==> src/rtl/program_loader.sv <==
// program_loader
//   Writes a program image into the CPU's unified 8-bit memory while holding
//   the CPU in reset, then releases it once the image checksum matches.
//
//   Stream format: <len> <data x len> <checksum>
//     len      : data byte count, 0 encodes 256
//     checksum : 8-bit sum of all data bytes
//
//   Ports
//     clk, reset_n      : clock (rising edge), async active-low reset
//     start             : single-cycle pulse, begins a load from IDLE/DONE/ERROR
//     in_valid/in_ready : byte stream handshake, in_data carries the byte
//     mem_addr/din/we   : memory write port, one we pulse per data byte,
//                         issued the cycle after the byte is accepted
//     cpu_reset         : holds the CPU in reset until a load succeeds
//     busy              : loader is consuming a stream (LEN/DATA/CHECK)
//     done / error      : load outcome; timeout qualifies error
//     byte_count        : data bytes written in the current load
//
//   Optional build macro PROGRAM_LOADER_TIMEOUT_EN: aborts a stalled load
//   into ERROR (timeout=1) after TIMEOUT_CYCLES cycles without a transfer.
//   Without it, timeout is tied low and the loader waits indefinitely.
module program_loader #(
  parameter int              ADDR_W         = 8,
  parameter logic [ADDR_W-1:0] BASE_ADDR    = '0,
  parameter int              TIMEOUT_CYCLES = 255
) (
  input  logic              clk,
  input  logic              reset_n,
  input  logic              start,
  input  logic              in_valid,
  input  logic [7:0]        in_data,
  output logic              in_ready,
  output logic [ADDR_W-1:0] mem_addr,
  output logic [7:0]        mem_din,
  output logic              mem_we,
  output logic              cpu_reset,
  output logic              busy,
  output logic              done,
  output logic              error,
  output logic              timeout,
  output logic [8:0]        byte_count
);

  typedef enum logic [2:0] {
    S_IDLE, S_LEN, S_DATA, S_CHECK, S_DONE, S_ERROR
  } state_t;

  state_t     state;
  logic [8:0] remaining;   // data bytes still expected, 256 fits in 9 bits
  logic [7:0] csum;
  logic       xfer;

  assign in_ready = (state == S_LEN) || (state == S_DATA) || (state == S_CHECK);
  assign busy     = in_ready;
  assign xfer     = in_valid && in_ready;

`ifdef PROGRAM_LOADER_TIMEOUT_EN
  localparam int IDLE_W = (TIMEOUT_CYCLES < 2) ? 1 : $clog2(TIMEOUT_CYCLES + 1);

  logic [IDLE_W-1:0] idle_cnt;
  logic              idle_expire;

  // Fires on the cycle whose idle tick brings the count to TIMEOUT_CYCLES.
  assign idle_expire = busy && !xfer &&
                       (idle_cnt == IDLE_W'(TIMEOUT_CYCLES - 1));
`else
  assign timeout = 1'b0;
`endif

  always_ff @(posedge clk or negedge reset_n) begin
    if (!reset_n) begin
      state      <= S_IDLE;
      cpu_reset  <= 1'b1;
      mem_we     <= 1'b0;
      mem_addr   <= '0;
      mem_din    <= '0;
      done       <= 1'b0;
      error      <= 1'b0;
      byte_count <= '0;
      remaining  <= '0;
      csum       <= '0;
`ifdef PROGRAM_LOADER_TIMEOUT_EN
      timeout    <= 1'b0;
      idle_cnt   <= '0;
`endif
    end else begin
      mem_we <= 1'b0;

`ifdef PROGRAM_LOADER_TIMEOUT_EN
      // Held at zero outside LEN/DATA/CHECK, so entry to LEN starts clean.
      if (xfer || !busy) idle_cnt <= '0;
      else               idle_cnt <= idle_cnt + IDLE_W'(1);
`endif

      case (state)
        S_IDLE: begin
          cpu_reset  <= 1'b1;
          done       <= 1'b0;
          error      <= 1'b0;
          byte_count <= '0;
          csum       <= '0;
`ifdef PROGRAM_LOADER_TIMEOUT_EN
          timeout    <= 1'b0;
`endif
          if (start) state <= S_LEN;
        end

        S_LEN: if (xfer) begin
          remaining <= (in_data == 8'd0) ? 9'd256 : {1'b0, in_data};
          state     <= S_DATA;
        end

        S_DATA: if (xfer) begin
          mem_we     <= 1'b1;
          // byte_count still holds this byte's index; address wraps naturally.
          mem_addr   <= BASE_ADDR + ADDR_W'(byte_count);
          mem_din    <= in_data;
          csum       <= csum + in_data;
          byte_count <= byte_count + 9'd1;
          remaining  <= remaining - 9'd1;
          if (remaining == 9'd1) state <= S_CHECK;
        end

        S_CHECK: if (xfer) begin
          if (in_data == csum) begin
            state     <= S_DONE;
            done      <= 1'b1;
            cpu_reset <= 1'b0;
          end else begin
            state <= S_ERROR;
            error <= 1'b1;
          end
        end

        S_DONE, S_ERROR: if (start) begin
          // Re-arm: CPU goes back into reset on the same edge as LEN entry.
          state      <= S_LEN;
          cpu_reset  <= 1'b1;
          done       <= 1'b0;
          error      <= 1'b0;
          byte_count <= '0;
          csum       <= '0;
`ifdef PROGRAM_LOADER_TIMEOUT_EN
          timeout    <= 1'b0;
`endif
        end

        default: state <= S_IDLE;
      endcase

`ifdef PROGRAM_LOADER_TIMEOUT_EN
      // Overrides any same-cycle case decision; no transfer happened anyway.
      if (idle_expire) begin
        state   <= S_ERROR;
        error   <= 1'b1;
        timeout <= 1'b1;
      end
`endif
    end
  end

endmodule

==> config.mk <==
export PLATFORM = sky130hd
export DESIGN_NAME = program_loader
export DESIGN_NICKNAME = d
export VERILOG_FILES = /design/src/rtl/program_loader.sv
export SDC_FILE = /design/constraint.sdc
export NUM_CORES = 1
export LEC_CHECK = 0
export BUFFER_PORTS_ARGS = -buffer_cell sky130_fd_sc_hd__buf_2
export CAP_MARGIN = 25
export CORE_AREA = 2 2 68 70
export CTS_BUF_LIST = sky130_fd_sc_hd__clkbuf_8
export DETAILED_ROUTE_END_ITERATION = 8
export DIE_AREA = 0 0 70 72
export PLACE_DENSITY = 0.89
export SETUP_SLACK_MARGIN = 0.3
export SLEW_MARGIN = 20
export SYNTH_ARGS = -nofsm -noshare
export SYNTH_HDL_FRONTEND = slang
export SYNTH_SLANG_ARGS = --single-unit
==> constraint.sdc <==
create_clock -name clk -period 3.66 [get_ports clk]
set_input_delay 0.732 -clock clk [delete_from_list [all_inputs] [get_ports clk]]
set_output_delay 0.732 -clock clk [all_outputs]
set_load 0.05 [all_outputs]
# After elaboration in Yosys (flattened, before gate mapping)
# Cells that the tools add are included.
[word_totals]
ff_bits = 49
output_inout_bits = 32
[op_classes]
add_sub_neg = 3
eq_ne = 15
mux = 30
reduce_logical = 16
[ops]
columns = ["cell", "n"]
rows = [
  ["$mux W9", 5],
  ["$pmux W9 S3", 1],
  ["$pmux W8 S3", 1],
  ["$pmux W9 S2", 1],
  ["$mux W8", 2],
  ["$mux W3", 5],
  ["$pmux W3 S4", 1],
  ["$mux W1", 11],
  ["$ne A2 B2 Y1 const B", 5],
  ["$add A9 B1 Y9 const B", 1],
  ["$eq A9 B1 Y1 const B", 1],
  ["$pmux W1 S3", 3],
  ["$sub A9 B1 Y9 const B", 1],
  ["$add A8 B8 Y8", 1],
  ["$eq A8 B8 Y1", 1],
  ["$logic_not A8 Y1", 1],
  ["$reduce_and A4 Y1", 2],
  ["$eq A3 B2 Y1 const B", 2],
  ["$eq A3 B3 Y1 const B", 2],
  ["$ne A2 B1 Y1 const B", 3],
  ["$reduce_and A3 Y1", 2],
  ["$reduce_bool A3 Y1", 2],
  ["$reduce_and A5 Y1", 1],
  ["$eq A3 B1 Y1 const B", 1],
  ["other kinds (7)", 8],
]

# Depth between registers and ports, before layout
[depth]
depth_word = 6
mapped_depth = 8
mapped_depth_nobuf = 7

# Worst setup path before layout
# No wires, ideal clock.
[synth_path]
path_kind = "register to output"
start = "reg state[1]"
end = "out in_ready"
arrival_ns = 1.630
t_required_ns = 2.928
setup_slack_ns = 1.298
path_stages_with_launch = 5
cell_sequence = "dfrtp_1 -> buf_2 -> nor2_1 -> nor2_1 -> buf_4"
[synth_via]
elab_chain_cells = 3
word_cells_on_any_way = 5
classes_between = "3 x eq/ne; 2 x reduce/logical"
[synth_lines]
columns = ["item", "line_no", "rtl"]
rows = [
  ["from (decl)", "49", "state_t state;"],
  ["from (signal assigned)", "73", "state <= S_IDLE;"],
  ["from (signal assigned)", "106", "if (start) state <= S_LEN;"],
  ["from (signal assigned)", "111", "state <= S_DATA;"],
  ["$eq A3 B1 Y1 / $eq A3 B2 Y1 (equally long branches)", "54", "assign in_ready = (state == S_LEN) || (state == S_DATA) || (state == S_CHECK);"],
  ["$logic_or A1 B1 Y1", "54", ""],
  ["$logic_or A1 B1 Y1 (*)", "54", ""],
  ["to (decl)", "33", "output logic in_ready,"],
]
# Mark *: on every way between the ends. The rest lies on a longest branch, timed or not.

# Worst setup path after layout
[layout_path]
start = "reg state[1]"
end = "reg remaining[4]"
[layout_via]
elab_chain_cells = 6
word_cells_on_any_way = 11
classes_between = "5 x eq/ne; 1 x mux; 5 x reduce/logical"
[layout_lines]
columns = ["item", "line_no", "rtl"]
rows = [
  ["$eq A3 B1 Y1 / $eq A3 B2 Y1 (equally long branches)", "54, 96", ""],
  ["$logic_or A1 B1 Y1 (2 in series)", "54", ""],
  ["$logic_and A1 B1 Y1", "56", "assign xfer = in_valid && in_ready;"],
  ["$ne A2 B2 Y1 (no line)", "--", ""],
  ["$reduce_and A3 Y1 (no line)", "--", ""],
  ["to (signal assigned)", "110", "remaining <= (in_data == 8'd0) ? 9'd256 : {1'b0, in_data};"],
  ["to (signal assigned)", "121", "remaining <= remaining - 9'd1;"],
  ["to (decl)", "50", "logic [8:0] remaining;"],
]
# Several ways; a longest one is shown, not always the timed one.
# A chain may end at the register's enable or synchronous reset.

==> flow_metrics.py <==
metrics = {
    "grt": {
        "gr-total-overflow": 0,
        "grtUsageTotal_pct": 24.0,
        "grt_pass1_vias": 2072,
        "antenna_found_initial": 0,
        "grt_pass1_wl_mm": 9.65,
        "grt_start_max_net_pins": 31,
    },
    "finish": {
        "finalNonFillerCells": 380,
        "nets": 350,
        "design_area_um2": 2920,
        "nFillCells": 329,
        "drive_gt1_share_pct": 18.9,
        "antenna_cells": 0,
        "syn2layout_area_growth_pct": 13.6,
    },
    "sta": {
        "fin_crit_ps": 2220,
        "slew_headroom_pct": 35.5,
        "finalMaxSlewViolations": 0,
        "finalSetupViolations": 0,
        "rsz0062_at_grt": "no",
        "fmax_mhz": 451,
        "period_share_pct": 60.6,
        "hold_viol_final": 0,
        "worst_pin_slew_ps": 966,
        "final.setup.tns_ps": 0,
        "skew_ps": 7.36,
    },
    "clock_network": {
        "clk_pin_slew_worst_paths_ps": 90,
        "cts_buffers": 5,
        "postCtsSetupBuffers": 0,
        "root_buffer": "clkbuf_8",
        "htreeDepth": 2,
        "cts_tree": "yes",
        "clkLatencyLatePin_ps": 310,
        "ctsLongestPathBuffers": 2,
        "cts_hold_repair.buffers": 0,
        "ctsResizeCount": 0,
        "cts.sinks": 49,
    },
    "synthesis": {
        "ys_ff_latch": 49,
        "synth-edff-count": 0,
        "syn_inst": 289,
        "synthFlopType": "dfrtp_1",
        "synth_nets": 312,
        "ys_warn_count": 0,
        "avgSynthCellArea_um2": 8.90,
        "seq_area_frac_synth_pct": 47.7,
        "yosysMostFrequentCell": "nand2_1",
        "yosysUniqueCellTypes": 50,
        "synthTopCellsByArea": "dfrtp_1 (47%), nand2_1 (9.9%), o21ai_0 (6.6%)",
        "async_reset_ff_share_pct": 100,
        "syn-cell-area_um2": 2570,
        "yosys.area.top_type": "dfrtp_1",
        "synth_commonest_cells": "nand2_1 (68), dfrtp_1 (48), o21ai_0 (34)",
        "yosysTopAreaCellShare_pct": 46.7,
    },
    "power": {
        "power.density_nw_per_um2": 830,
        "swShare_pct": 48.3,
        "pwr-share-comb_pct": 48.5,
        "p_sw_mw": 1.17,
        "ir_drop_mv": 0.476,
        "p_int_mw": 1.25,
        "total_leakage_power_nw": 1.47,
        "seq_power_share_pct": 35.3,
        "clkPwrFrac_pct": 16.2,
        "finalPower_mw": 2.43,
    },
    "placement": {
        "portBuffers": 42,
        "dpl-instance-area_um2": 2810,
        "dp_hpwl_mm": 4.15,
        "gp_congestion": 0.865,
        "placed_cells": 372,
    },
    "worst_setup_path": {
        "worstSetupPathType": "flop to flop",
        "ff2ff_path_depth": 4,
        "r2r_start": "state[1]",
        "worstPathCellList": "nand3_1, nor2_1, a21oi_1, o21ai_0",
        "arrival_ps": 2440,
        "crit_fanout": 27,
        "critPathSlowestCell": "nand3_1",
        "worst_path_largest_cell_delay_ps": 780,
        "critPathRequiredTime_ps": 3890,
        "r2r_setup_slack_ps": 1440,
        "rr_endpoint": "remaining[4]",
        "worst_setup_path_end_kind": "flop",
        "start_kind": "flop",
    },
    "outcome": {
        "outcome": "completed",
    },
    "floorplan": {
        "core_um2": 4260,
        "die_w_um": 70,
        "dieArea_um2": 5040,
        "rows": 24,
        "die_y_um": 72,
        "start_util_pct": 60.3,
        "num_io_pins": 44,
    },
    "drt": {
        "post_drt_wl_per_cell_um": 15.1,
        "vias_per_cell": 5.92,
        "vias": 2250,
        "totalWireLength_mm": 5.75,
        "final_antenna_net_count": 0,
        "drc_errors": 0,
        "drt-pass1-iter-count": 4,
        "drt_iter0_markers": 153,
    },
    "run": {
        "maxCapViolCount": 0,
    },
    "min_path": {
        "min-delay-path-class": "primary input to asynchronous set/reset pin",
    },
}
==> how the worst max path moves through the flow <==
stage	slack, ps	endpoint	depth (start not counted)	start
6_report	1440	remaining[4]	4	state[1]
5_1_grt	1300	remaining[7]	4	state[1]
4_1_cts	1500	in_ready	3	state[1]
3_5_place_dp	1190	csum[6]	8	in_data[0]
3_3_place_gp	1270	csum[7]	7	in_data[1]
2_1_floorplan	1300	in_ready	4	state[1]
==> flip-flops by register name (all words and copies together) (netlist names) <==
| signal | cells |
|---|---|
| byte_count | 9 |
| remaining | 9 |
| csum | 8 |
| mem_addr | 8 |
| mem_din | 8 |
| state | 3 |
| cpu_reset | 1 |
| done | 1 |
| error | 1 |
| mem_we | 1 |
==> power by group through the flow <==
stage          logic, mW  registers (mW)  clock network (mW)
4_1_cts             1.17           0.852               0.400
2_1_floorplan      0.744            1.03                   0
3_3_place_gp        1.13           0.852                   0
5_1_grt             1.28           0.879               0.421
3_5_place_dp        1.16           0.861                   0
6_report            1.18           0.857               0.393
==> per-layer routing <==
| layer | vias up | share of wire [%] | track usage [%] | routed length, um |
|---|---|---|---|---|
| li1 | 1084 | - | - | - |
| met1 | 1079 | 44 | 33.2 | 2500 |
| met2 | 77 | 49 | 38.0 | 2810 |
| met3 | 10 | 5.9 | 4.72 | 337 |
| met4 | 0 | 1.8 | 9.19 | 102 |
| met5 | - | 0 | 0 | 0 |
==> cell type report <==
class / count / area [um^2] / share of cell area (%)
inverters: 8 / 30.0 / 1.03
multi-input cells: 218 / 1240 / 42.4
repair buffers: 45 / 245 / 8.39
flip-flops and latches: 49 / 1230 / 42.0
clock buffers: 5 / 68.8 / 2.36
clock inverters: 3 / 46.3 / 1.58
well taps: 52 / 65.1 / 2.23
==> placed cells by master, fill, tap and decap left out, types with 4 or more instances in the layout <==
cell type / instances
ha_1: 10
nor2_1: 17
and3_1: 5
nor3_1: 4
xor2_1: 4
nor4_1: 7
dfrtp_1: 48
nand2_1: 68
nand3_1: 5
inv_1: 8
a21oi_1: 12
clkbuf_8: 5
buf_2: 42
o21ai_0: 34
==> critical path: cells and delay by family, from the launching register on <==
kind	cells	cell delay, ps
and+or+nand+nor	2	1210
DFF	1	610
AOI/OAI and AO/OA	2	310
==> cell families after synthesis <==
group / synth area share, %
buffers and inverters: 4.13
flip-flops: 47.7
AO/OA/AOI/OAI: 17.9
AND/OR/NAND/NOR: 22.0
adder cells (fa/ha/maj): 5.64
XOR/XNOR: 2.38
other: 0.146
==> per-stage QoR <==
stage / utilization, % / hold WS, ps / setup WS [ps]
2_1_floorplan: - / 436 / 1300
3_3_place_gp: 65.3 / 455 / 1270
3_5_place_dp: 65.8 / 457 / 1190
4_1_cts: 68.5 / 375 / 1500
5_1_grt: 68.5 / 395 / 1300
6_report: 68.5 / 365 / 1440
(Power assumes the default switching activity.)
